[src/rtl/movement_controller_pkg.sv]
// Shared definitions for the sprite movement controller and its datapath.
// State codes double as the datapath control word.
package movement_pkg;

  typedef enum logic [3:0] {
    ST_HOLD    = 4'b0000,
    ST_CLEAR   = 4'b0001,
    ST_RIGHT   = 4'b0010,
    ST_LEFT    = 4'b0011,
    ST_PREHOLD = 4'b0100,
    ST_DRAW    = 4'b0101,
    ST_DOWN    = 4'b0110,
    ST_UP      = 4'b0111
  } state_e;

  localparam int SCREEN_W      = 160;
  localparam int SCREEN_H      = 120;
  localparam int SPRITE_PIXELS = 16;

  // Opposing keys cancel; ST_HOLD doubles as "no step on this axis".
  function automatic state_e h_dir(input logic left, input logic right);
    if (right && !left) return ST_RIGHT;
    if (left && !right) return ST_LEFT;
    return ST_HOLD;
  endfunction

  function automatic state_e v_dir(input logic up, input logic down);
    if (down && !up) return ST_DOWN;
    if (up && !down) return ST_UP;
    return ST_HOLD;
  endfunction

endpackage

[src/rtl/movement_controller_if.sv]
// Key / datapath handshake bundle for the movement controller.
// master = controller side, slave = key synchroniser + datapath side.
interface movement_controller_if;
  logic       key_left;
  logic       key_right;
  logic       key_up;
  logic       key_down;
  logic       draw_done;
  logic [3:0] control;
  logic       busy;
  logic       frame_tick;
  logic       timeout_err;

  modport master (
    input  key_left, key_right, key_up, key_down, draw_done,
    output control, busy, frame_tick, timeout_err
  );

  modport slave (
    output key_left, key_right, key_up, key_down, draw_done,
    input  control, busy, frame_tick, timeout_err
  );
endinterface

[src/rtl/movement_controller_frame_tick_gen.sv]
// Free-running divider: tick_o is high during the cycle the counter wraps
// (count == TICK_DIV-1), once every TICK_DIV cycles. TICK_DIV must be >= 2.
module frame_tick_gen #(
  parameter int TICK_DIV = 833333
) (
  input  logic clk,
  input  logic rst,
  output logic tick_o
);
  localparam int CW = $clog2(TICK_DIV);

  logic [CW-1:0] cnt_q;
  logic          tick_q;
  logic          wrap;

  assign wrap   = (cnt_q == CW'(TICK_DIV - 1));
  assign tick_o = tick_q;

  // Tick is registered one count early so it lines up with the wrap cycle.
  always_ff @(posedge clk or posedge rst) begin
    if (rst) begin
      cnt_q  <= '0;
      tick_q <= 1'b0;
    end else begin
      cnt_q  <= wrap ? '0 : cnt_q + CW'(1);
      tick_q <= (cnt_q == CW'(TICK_DIV - 2));
    end
  end
endmodule

[src/rtl/movement_controller.sv]
// Sprite movement sequencer: erase, step X then Y, redraw on each frame tick.
// Optional WATCHDOG_EN bounds the CLEAR/DRAW wait and flags timeout_err.
module movement_controller
  import movement_pkg::*;
#(
  parameter int TICK_DIV = 833333
`ifdef WATCHDOG_EN
  , parameter int DONE_TIMEOUT = 64
`endif
) (
  input logic                  clk,
  input logic                  reset,
  movement_controller_if.master bus
);
  state_e state_q, state_d;
  state_e h_q, h_d, v_q, v_d;
  logic   busy_q;
  logic   tick_w;
  logic   done_w;

  frame_tick_gen #(.TICK_DIV(TICK_DIV)) u_tick (
    .clk   (clk),
    .rst   (reset),
    .tick_o(tick_w)
  );

`ifdef WATCHDOG_EN
  localparam int WDW = $clog2(DONE_TIMEOUT + 1);
  logic [WDW-1:0] wd_q;
  logic           err_q;
  logic           waiting;
  logic           wd_fire;

  assign waiting = (state_q == ST_CLEAR) || (state_q == ST_DRAW);
  assign wd_fire = waiting && (wd_q == WDW'(DONE_TIMEOUT - 1));
  assign done_w  = bus.draw_done | wd_fire;

  always_ff @(posedge clk or posedge reset) begin
    if (reset) begin
      wd_q  <= '0;
      err_q <= 1'b0;
    end else begin
      if (state_d != state_q) wd_q <= '0;
      else if (waiting)       wd_q <= wd_q + WDW'(1);
      if (wd_fire && !bus.draw_done) err_q <= 1'b1;
    end
  end

  assign bus.timeout_err = err_q;
`else
  assign done_w          = bus.draw_done;
  assign bus.timeout_err = 1'b0;
`endif

  always_comb begin
    state_d = state_q;
    h_d     = h_q;
    v_d     = v_q;
    case (state_q)
      ST_PREHOLD: state_d = ST_DRAW;
      ST_HOLD: if (tick_w) begin
        h_d = h_dir(bus.key_left, bus.key_right);
        v_d = v_dir(bus.key_up, bus.key_down);
        if (h_d != ST_HOLD || v_d != ST_HOLD) state_d = ST_CLEAR;
      end
      ST_CLEAR: if (done_w) state_d = (h_q != ST_HOLD) ? h_q : v_q;
      ST_LEFT, ST_RIGHT: state_d = (v_q != ST_HOLD) ? v_q : ST_DRAW;
      ST_UP, ST_DOWN:    state_d = ST_DRAW;
      ST_DRAW: if (done_w) state_d = ST_HOLD;
      default: state_d = ST_PREHOLD;
    endcase
  end

  always_ff @(posedge clk or posedge reset) begin
    if (reset) begin
      state_q <= ST_PREHOLD;
      h_q     <= ST_HOLD;
      v_q     <= ST_HOLD;
      busy_q  <= 1'b1;
    end else begin
      state_q <= state_d;
      h_q     <= h_d;
      v_q     <= v_d;
      busy_q  <= (state_d != ST_HOLD);
    end
  end

  assign bus.control    = state_q;
  assign bus.busy       = busy_q;
  assign bus.frame_tick = tick_w;
endmodule

[src/flat_wrapper.sv]
// flat-port wrapper written by rule: the top's interface ports become plain ports
module movement_controller_flat import movement_pkg::*;
#(
  parameter int TICK_DIV = 833333

)
  (clk, reset, bus_key_left, bus_key_right, bus_key_up, bus_key_down, bus_draw_done, bus_control, bus_busy, bus_frame_tick, bus_timeout_err);
  movement_controller_if bus_i ();
  input logic clk;
  input logic reset;
  input wire logic [$bits(bus_i.key_left)-1:0] bus_key_left;
  input wire logic [$bits(bus_i.key_right)-1:0] bus_key_right;
  input wire logic [$bits(bus_i.key_up)-1:0] bus_key_up;
  input wire logic [$bits(bus_i.key_down)-1:0] bus_key_down;
  input wire logic [$bits(bus_i.draw_done)-1:0] bus_draw_done;
  output wire logic [$bits(bus_i.control)-1:0] bus_control;
  output wire logic [$bits(bus_i.busy)-1:0] bus_busy;
  output wire logic [$bits(bus_i.frame_tick)-1:0] bus_frame_tick;
  output wire logic [$bits(bus_i.timeout_err)-1:0] bus_timeout_err;
  assign bus_i.key_left = bus_key_left;
  assign bus_i.key_right = bus_key_right;
  assign bus_i.key_up = bus_key_up;
  assign bus_i.key_down = bus_key_down;
  assign bus_i.draw_done = bus_draw_done;
  assign bus_control = bus_i.control;
  assign bus_busy = bus_i.busy;
  assign bus_frame_tick = bus_i.frame_tick;
  assign bus_timeout_err = bus_i.timeout_err;
  movement_controller #(.TICK_DIV(TICK_DIV)) u_core (.clk(clk), .reset(reset), .bus(bus_i));
endmodule
[config.mk]
export PLATFORM = sky130hd
export DESIGN_NAME = movement_controller_flat
export DESIGN_NICKNAME = d
export VERILOG_FILES = /design/src/rtl/movement_controller_pkg.sv /design/src/rtl/movement_controller_if.sv /design/src/rtl/movement_controller_frame_tick_gen.sv /design/src/rtl/movement_controller.sv /design/src/flat_wrapper.sv
export SDC_FILE = /design/constraint.sdc
export NUM_CORES = 1
export LEC_CHECK = 0
export ABC_AREA = 1
export CORE_MARGIN = 2
export CORE_UTILIZATION = 42
export CTS_BUF_LIST = sky130_fd_sc_hd__clkbuf_8
export DETAILED_ROUTE_END_ITERATION = 8
export PLACE_DENSITY = 0.73
export REMOVE_ABC_BUFFERS = 1
export SLEW_MARGIN = 25
export SYNTH_ARGS = -nofsm -noshare
export SYNTH_HDL_FRONTEND = slang
export SYNTH_SLANG_ARGS = --single-unit
export TNS_END_PERCENT = 50
[constraint.sdc]
create_clock -name clk -period 3.2 [get_ports clk]
set_input_delay 0.96 -clock clk [delete_from_list [all_inputs] [get_ports clk]]
set_output_delay 0.96 -clock clk [all_outputs]
set_load 0.02 [all_outputs]
## Word-level counts from Yosys, hierarchy flattened

Index checks and enable logic that the tools add are counted.

- Add/subtract/negate cells: 1
- Equality and inequality tests: 9
- Multiplexer cells: 34
- Reduce and logical (&&, ||, !) cells: 18

Operators with widths:

| cell | number |
|---|---|
| $mux 4 | 18 |
| $eq 20x20->1 const B | 2 |
| $add 20x1->20 const B | 1 |
| $mux 20 | 1 |
| $pmux 4 s5 | 1 |
| $reduce_bool 4->1 | 5 |
| $eq 4x3->1 const B | 4 |
| $mux 1 | 14 |
| $eq 4x2->1 const B | 2 |
| $eq 4x1->1 const B | 1 |
| $logic_and 1x1->1 | 4 |
| $logic_not 1->1 | 4 |
| $logic_not 4->1 | 1 |
| $reduce_or 3->1 | 1 |
| $reduce_and 2->1 | 1 |
| $reduce_or 2->1 | 1 |
| $logic_or 1x1->1 | 1 |

- Register bits after elaboration: 34
- Input bits: 7
- Logic and storage cells: 68

## Logic depth before layout (Yosys ltp)

- Depth in word-level cells: 18
- Mapped depth: 8
- Mapped depth without buffers: 8

## Cells and area by module

A second synthesis with hierarchy kept.

- Cells, all modules: 228
- Area total of the unflattened synthesis: 1767.9 µm²

Modules (own cells, without submodules):

| module | times used | cells an instance | area each (µm²) | sequential area each (µm²) |
|---|---|---|---|---|
| frame_tick_gen | 1 | 158 | 1217.4 | 525.5 |
| movement_controller | 1 | 70 | 550.5 | 227.7 |

## Least setup slack after synthesis

OpenSTA, ideal clock, no wires.

- Path kind: input to register
- From: input bus_key_down
- To: register u_core.busy_q, in the netlist u_core.bus.busy
- Setup time: 0.085 ns
- Arrival: 1.645 ns
- Required time: 3.115 ns
- Slack: 1.471 ns
- Stages on the path: 7
- Path buffers: 0
- Cell sequence: inv_1 -> ha_1 -> nand2_1 -> a21oi_1 -> nor2_1 -> nor2_1 -> nand3b_1

- Longest elaborated chain between the ends: 16
- Elaborated cells on any way between the ends: 21

RTL lines:

| item | RTL line | RTL |
|---|---|---|
| start, declared | flat_wrapper.sv:14 | `input wire logic [$bits(bus_i.key_down)-1:0] bus_key_down;` |
| $logic_not 1->1 | movement_controller_pkg.sv:29 | `if (up && !down) return ST_UP;` |
| $logic_and 1x1->1 | movement_controller_pkg.sv:29 |  |
| $mux 1 (2 in a row) | movement_controller_pkg.sv:29 |  |
| $mux 1 | movement_controller.sv:61 | `ST_HOLD: if (tick_w) begin` |
| $mux 1 | movement_controller.sv:59 | `case (state_q)` |
| $mux 4 | movement_controller_pkg.sv:30 | `return ST_HOLD;` |
| $mux 4 * | movement_controller_pkg.sv:29 |  |
| $mux 4 * | movement_controller.sv:61 |  |
| $mux 4 * | movement_controller.sv:59 |  |
| $reduce_bool 4->1 * | movement_controller.sv:64 | `if (h_d != ST_HOLD \|\| v_d != ST_HOLD) state_d = ST_CLEAR;` |
| $logic_or 1x1->1 * | movement_controller.sv:64 |  |
| $mux 4 * | movement_controller.sv:64 |  |
| $mux 4 * | movement_controller.sv:61 |  |
| $pmux 4 s5 * | movement_controller.sv:59 |  |
| $reduce_bool 4->1 * | movement_controller.sv:84 | `busy_q <= (state_d != ST_HOLD);` |
| end signal, assigned | movement_controller.sv:84 |  |
| end, declared | movement_controller.sv:17 | `logic busy_q;` |

Mark *: on every way between the ends. The rest lies on a longest branch, timed or not. The select of a mux whose other input is x is not followed.
A chain may end at the register's enable or synchronous reset.

## Final worst setup path

- From: register u_core.state_q[2], in the netlist u_core.bus.control[2]
- To: output bus_control[2]

RTL lines:

| item | RTL line | RTL |
|---|---|---|
| start, declared | movement_controller.sv:15 | `state_e state_q, state_d;` |
| start signal, assigned | movement_controller.sv:81 | `state_q <= state_d;` |
| end, declared | flat_wrapper.sv:16 | `output wire logic [$bits(bus_i.control)-1:0] bus_control;` |

No word-level cell between the ends.

==> impl_metrics.yaml <==
outcome:
  run_status: "finished clean"
yosys:
  synthMostInstantiatedCell: "sky130_fd_sc_hd__nand2_1"
  synthTopCellsByCount: "sky130_fd_sc_hd__nand2_1, sky130_fd_sc_hd__nor2_1, sky130_fd_sc_hd__inv_1, sky130_fd_sc_hd__dfrtp_1, sky130_fd_sc_hd__nand3_1"
  fraction_of_registers_with_async_set_reset: 1.000
  synth.ff_latch_count: 30
  synth-warning-count: 0
  synth_largest_area_cell: "sky130_fd_sc_hd__dfrtp_1"
  synth_cell_types: 25
  synth_top_area_share: 0.4026
  syn_avg_cell_area_um2: 7.252
  synth_enable_flop_cells: 0
  synth.top_cells.by_area: "sky130_fd_sc_hd__dfrtp_1, sky130_fd_sc_hd__nand2_1, sky130_fd_sc_hd__nor2_1"
  gate_count_of_the_mapped_netlist: 240
  synth_flop_type: "sky130_fd_sc_hd__dfrtp_1"
  synth-seq-area-share: 0.4328
  synthesis.area_mm2: 0.001740
final_layout:
  finish.net_count: 271
  multi_input_comb_area_um2: 844.6
  sequential_cell_area_um2: 753.2
  antenna-diode-count: 0
  layout-area-overhead-vs-synth_pct: 15.67
  layout.cells.non_filler: 310
  post_route_cells_drive_above_1_share: 0.08846
  nFillCells: 413
cts:
  post_cts.repair.setup_buffers: 0
  quantity_of_hold_fixing_buffers_added_after_cts: 0
  postCtsResizedCells: 0
  clock_path_buffers: 2
  clock-sinks: 30
  cts_made_buffers: 5
  cts.clk_slew.worst_paths_ns: 0.06
  htree_levels: 2
  cts-root-buf: "sky130_fd_sc_hd__clkbuf_8"
  worstSkewPairLatency_ns: 0.28
  clock_tree_from_tritoncts: "yes"
critical_path:
  critical_path.n_buffers_inverters: 1
  timing.critical_path.fanout_max: 5
  endpoint_kind: "output port"
  timing.critical_path.cells: "clkdlybuf4s50_1"
  ff2ff_path_depth: 8
  worst-endpoint-arrival_ns: 1.42
  worst_ep_required_time_ns: 2.24
  critPathSlowestCell: "sky130_fd_sc_hd__clkdlybuf4s50_1"
  critical_path_class: "register to output port"
  regToRegSetupSlack_ns: 1.66
  worst_path_dominant_cell_family: "buffers and inverters"
  cpPeakStageDelay_ns: 0.60
  cp.depth: 1
  cp-start-kind: "register"
timing:
  grt_setup_unrepaired: "false"
  tns_ns: 0
  skew_ns: 0.01007
  clock.fmax_ghz: 0.4195
  timing_hold_violations_final: 0
  fin_crit_sh: 0.7450
  report.final.slew_viol_count: 0
  setup_viol: 0
  fin_crit_ns: 2.384
place:
  routabilityCongestion: 0.8575
  dp_cells: 303
  place_hpwl_mm: 2.626
  portBuffers: 12
drt:
  vias_per_cell: 4.797
  final_routed_wire_length_divided_by_cell_count_um: 11.13
  drt-initial-drc-count: 114
  detail-route-antenna-nets: 0
  postRouteWirelength_mm: 3.450
  drtPass1Iterations: 5
  num_vias: 1487
  drc: 0
pwr:
  power_report.internal_total_uw: 576.5
  clock_power_share: 0.405
  power.static_leakage_uw: 0.0009866
  power.share.sequential: 0.523
  peak_ir_drop_on_the_vdd_network_mv: 0.1651
  power_switching_uw: 172.2
  pwr-share-comb: 0.072
  switching_share: 0.2300
  p_per_cell_area_mw_per_mm2: 371.9
min_path:
  min_delay_path_class: "register to register"
  timing.hold.worst_path_depth: 1
floorplanning:
  core_box_area_mm2: 0.004000
  die_width_um: 68.37
  placementRows: 23
  floorplan.initialDensity: 0.4351
  floorplan.io_pins: 14
  dieHeight_um: 68.37
  die-area_mm2: 0.004674
grt:
  via_count_of_the_first_global_routing_pass: 1355
  initial_antenna_violation_count: 0
  grt.overflow.total: 0
  grt_start_max_net_pins: 31
  wire_length_of_the_first_global_routing_pass_mm: 5.830
  grtUsageTotal: 0.1702
flow_run:
  maxCapViolations: 0
[placed cells by master (no fill, tap or decap), types with 2 or more instances in the layout]
master                            instances
sky130_fd_sc_hd__clkdlybuf4s50_1         12
sky130_fd_sc_hd__o21ai_0                  8
sky130_fd_sc_hd__nand4_1                  3
sky130_fd_sc_hd__nand2_1                 56
sky130_fd_sc_hd__a21oi_1                  2
sky130_fd_sc_hd__inv_2                    2
sky130_fd_sc_hd__dfrtp_1                 28
sky130_fd_sc_hd__nor2_1                  45
sky130_fd_sc_hd__nor2_2                   4
sky130_fd_sc_hd__dfstp_2                  2
sky130_fd_sc_hd__nand3_1                 22
sky130_fd_sc_hd__ha_1                     4
sky130_fd_sc_hd__nor3_1                   2
sky130_fd_sc_hd__xor2_1                  10
sky130_fd_sc_hd__nand3b_1                 2
sky130_fd_sc_hd__inv_1                   36
sky130_fd_sc_hd__nand2_2                  4
sky130_fd_sc_hd__conb_1                   2
sky130_fd_sc_hd__clkbuf_8                 6
sky130_fd_sc_hd__or2_2                    3
[final timing paths]
path                                            to              startpoint
setup / recovery                    bus_control[2]   u_core.bus.control[2]
hold / removal              u_core.u_tick.cnt_q[0]  u_core.u_tick.cnt_q[0]
setup reg to reg           u_core.u_tick.cnt_q[10]  u_core.u_tick.cnt_q[0]
hold reg to reg             u_core.u_tick.cnt_q[0]  u_core.u_tick.cnt_q[0]
max in group asynchronous    u_core.bus.control[2]                   reset
min in group asynchronous  u_core.u_tick.cnt_q[12]                   reset
[metrics by stage]
step	hold slack (ns)	total power, uW	setup WS, ns	util	instance area [um^2]
CTS	0.4665	758.4	0.8030	0.5033	2013
finish	0.4671	748.7	0.8160	0.5033	2013
floorplan	0.4322	427.8	1.471	-	1737
global placement	0.4559	451.5	0.9580	0.4817	1927
global route	0.4869	777.5	0.7639	0.5033	2013
detailed placement	0.4586	453.1	0.9115	0.4817	1927
[worst register-to-register path, cell delays in order, from the launching register on]
cell	delay [ns]
sky130_fd_sc_hd__dfrtp_1	0.40
sky130_fd_sc_hd__inv_1	0.13
sky130_fd_sc_hd__ha_1	0.16
sky130_fd_sc_hd__nand2_1	0.08
sky130_fd_sc_hd__nor2_1	0.12
sky130_fd_sc_hd__and2_0	0.14
sky130_fd_sc_hd__nand3_1	0.15
sky130_fd_sc_hd__inv_2	0.18
sky130_fd_sc_hd__nor2_1	0.07
[logic make-up after synthesis]
family                     Yosys count  synth area share
AOI/OAI and AO/OA                   13           0.04170
DFF                                 30            0.4328
buffers and inverters               38           0.08412
other                                1          0.002155
and+or+nand+nor                    144            0.3602
xor gates and xnor gates            10           0.05032
adders and majority gates            4           0.02876
[registers in the layout (all words and copies together) (netlist names)]
| name | count |
|---|---|
| u_core.bus.busy | 1 |
| u_core.bus.control | 4 |
| u_core.h_q | 2 |
| u_core.u_tick.cnt_q | 20 |
| u_core.u_tick.tick_o | 1 |
| u_core.v_q | 2 |
[per-layer routing]
metal  part of all wire  up-vias  routed length [um]  track usage
met3              0.040        2                 138      0.05099
met5                  0        -                   0            0
met2               0.47       24                1622       0.2682
met4             0.0055        0                  19      0.07250
li1                   -      772                   -            -
met1               0.48      689                1669       0.2158
[cell type report]
type,count,share of cell area
Sequential cell,30,0.3741
Inverter,37,0.06899
Multi-Input combinational cell,173,0.4195
Clock buffer,6,0.04102
Clock inverter,1,0.001865
Tap cell,50,0.03108
Timing Repair Buffer,13,0.06339
[power by group through the flow]
stage / Sequential [uW] / Combinational [uW] / Clock (uW)
after floorplan: 403 / 24.5 / 0
after global placement: 398 / 53.9 / 0
after detailed placement: 398 / 55.1 / 0
after CTS: 391 / 55.1 / 312
after global routing: 392 / 62.1 / 324
final: 391 / 54.0 / 304
Note: power is estimated with default switching activity, not from simulation.
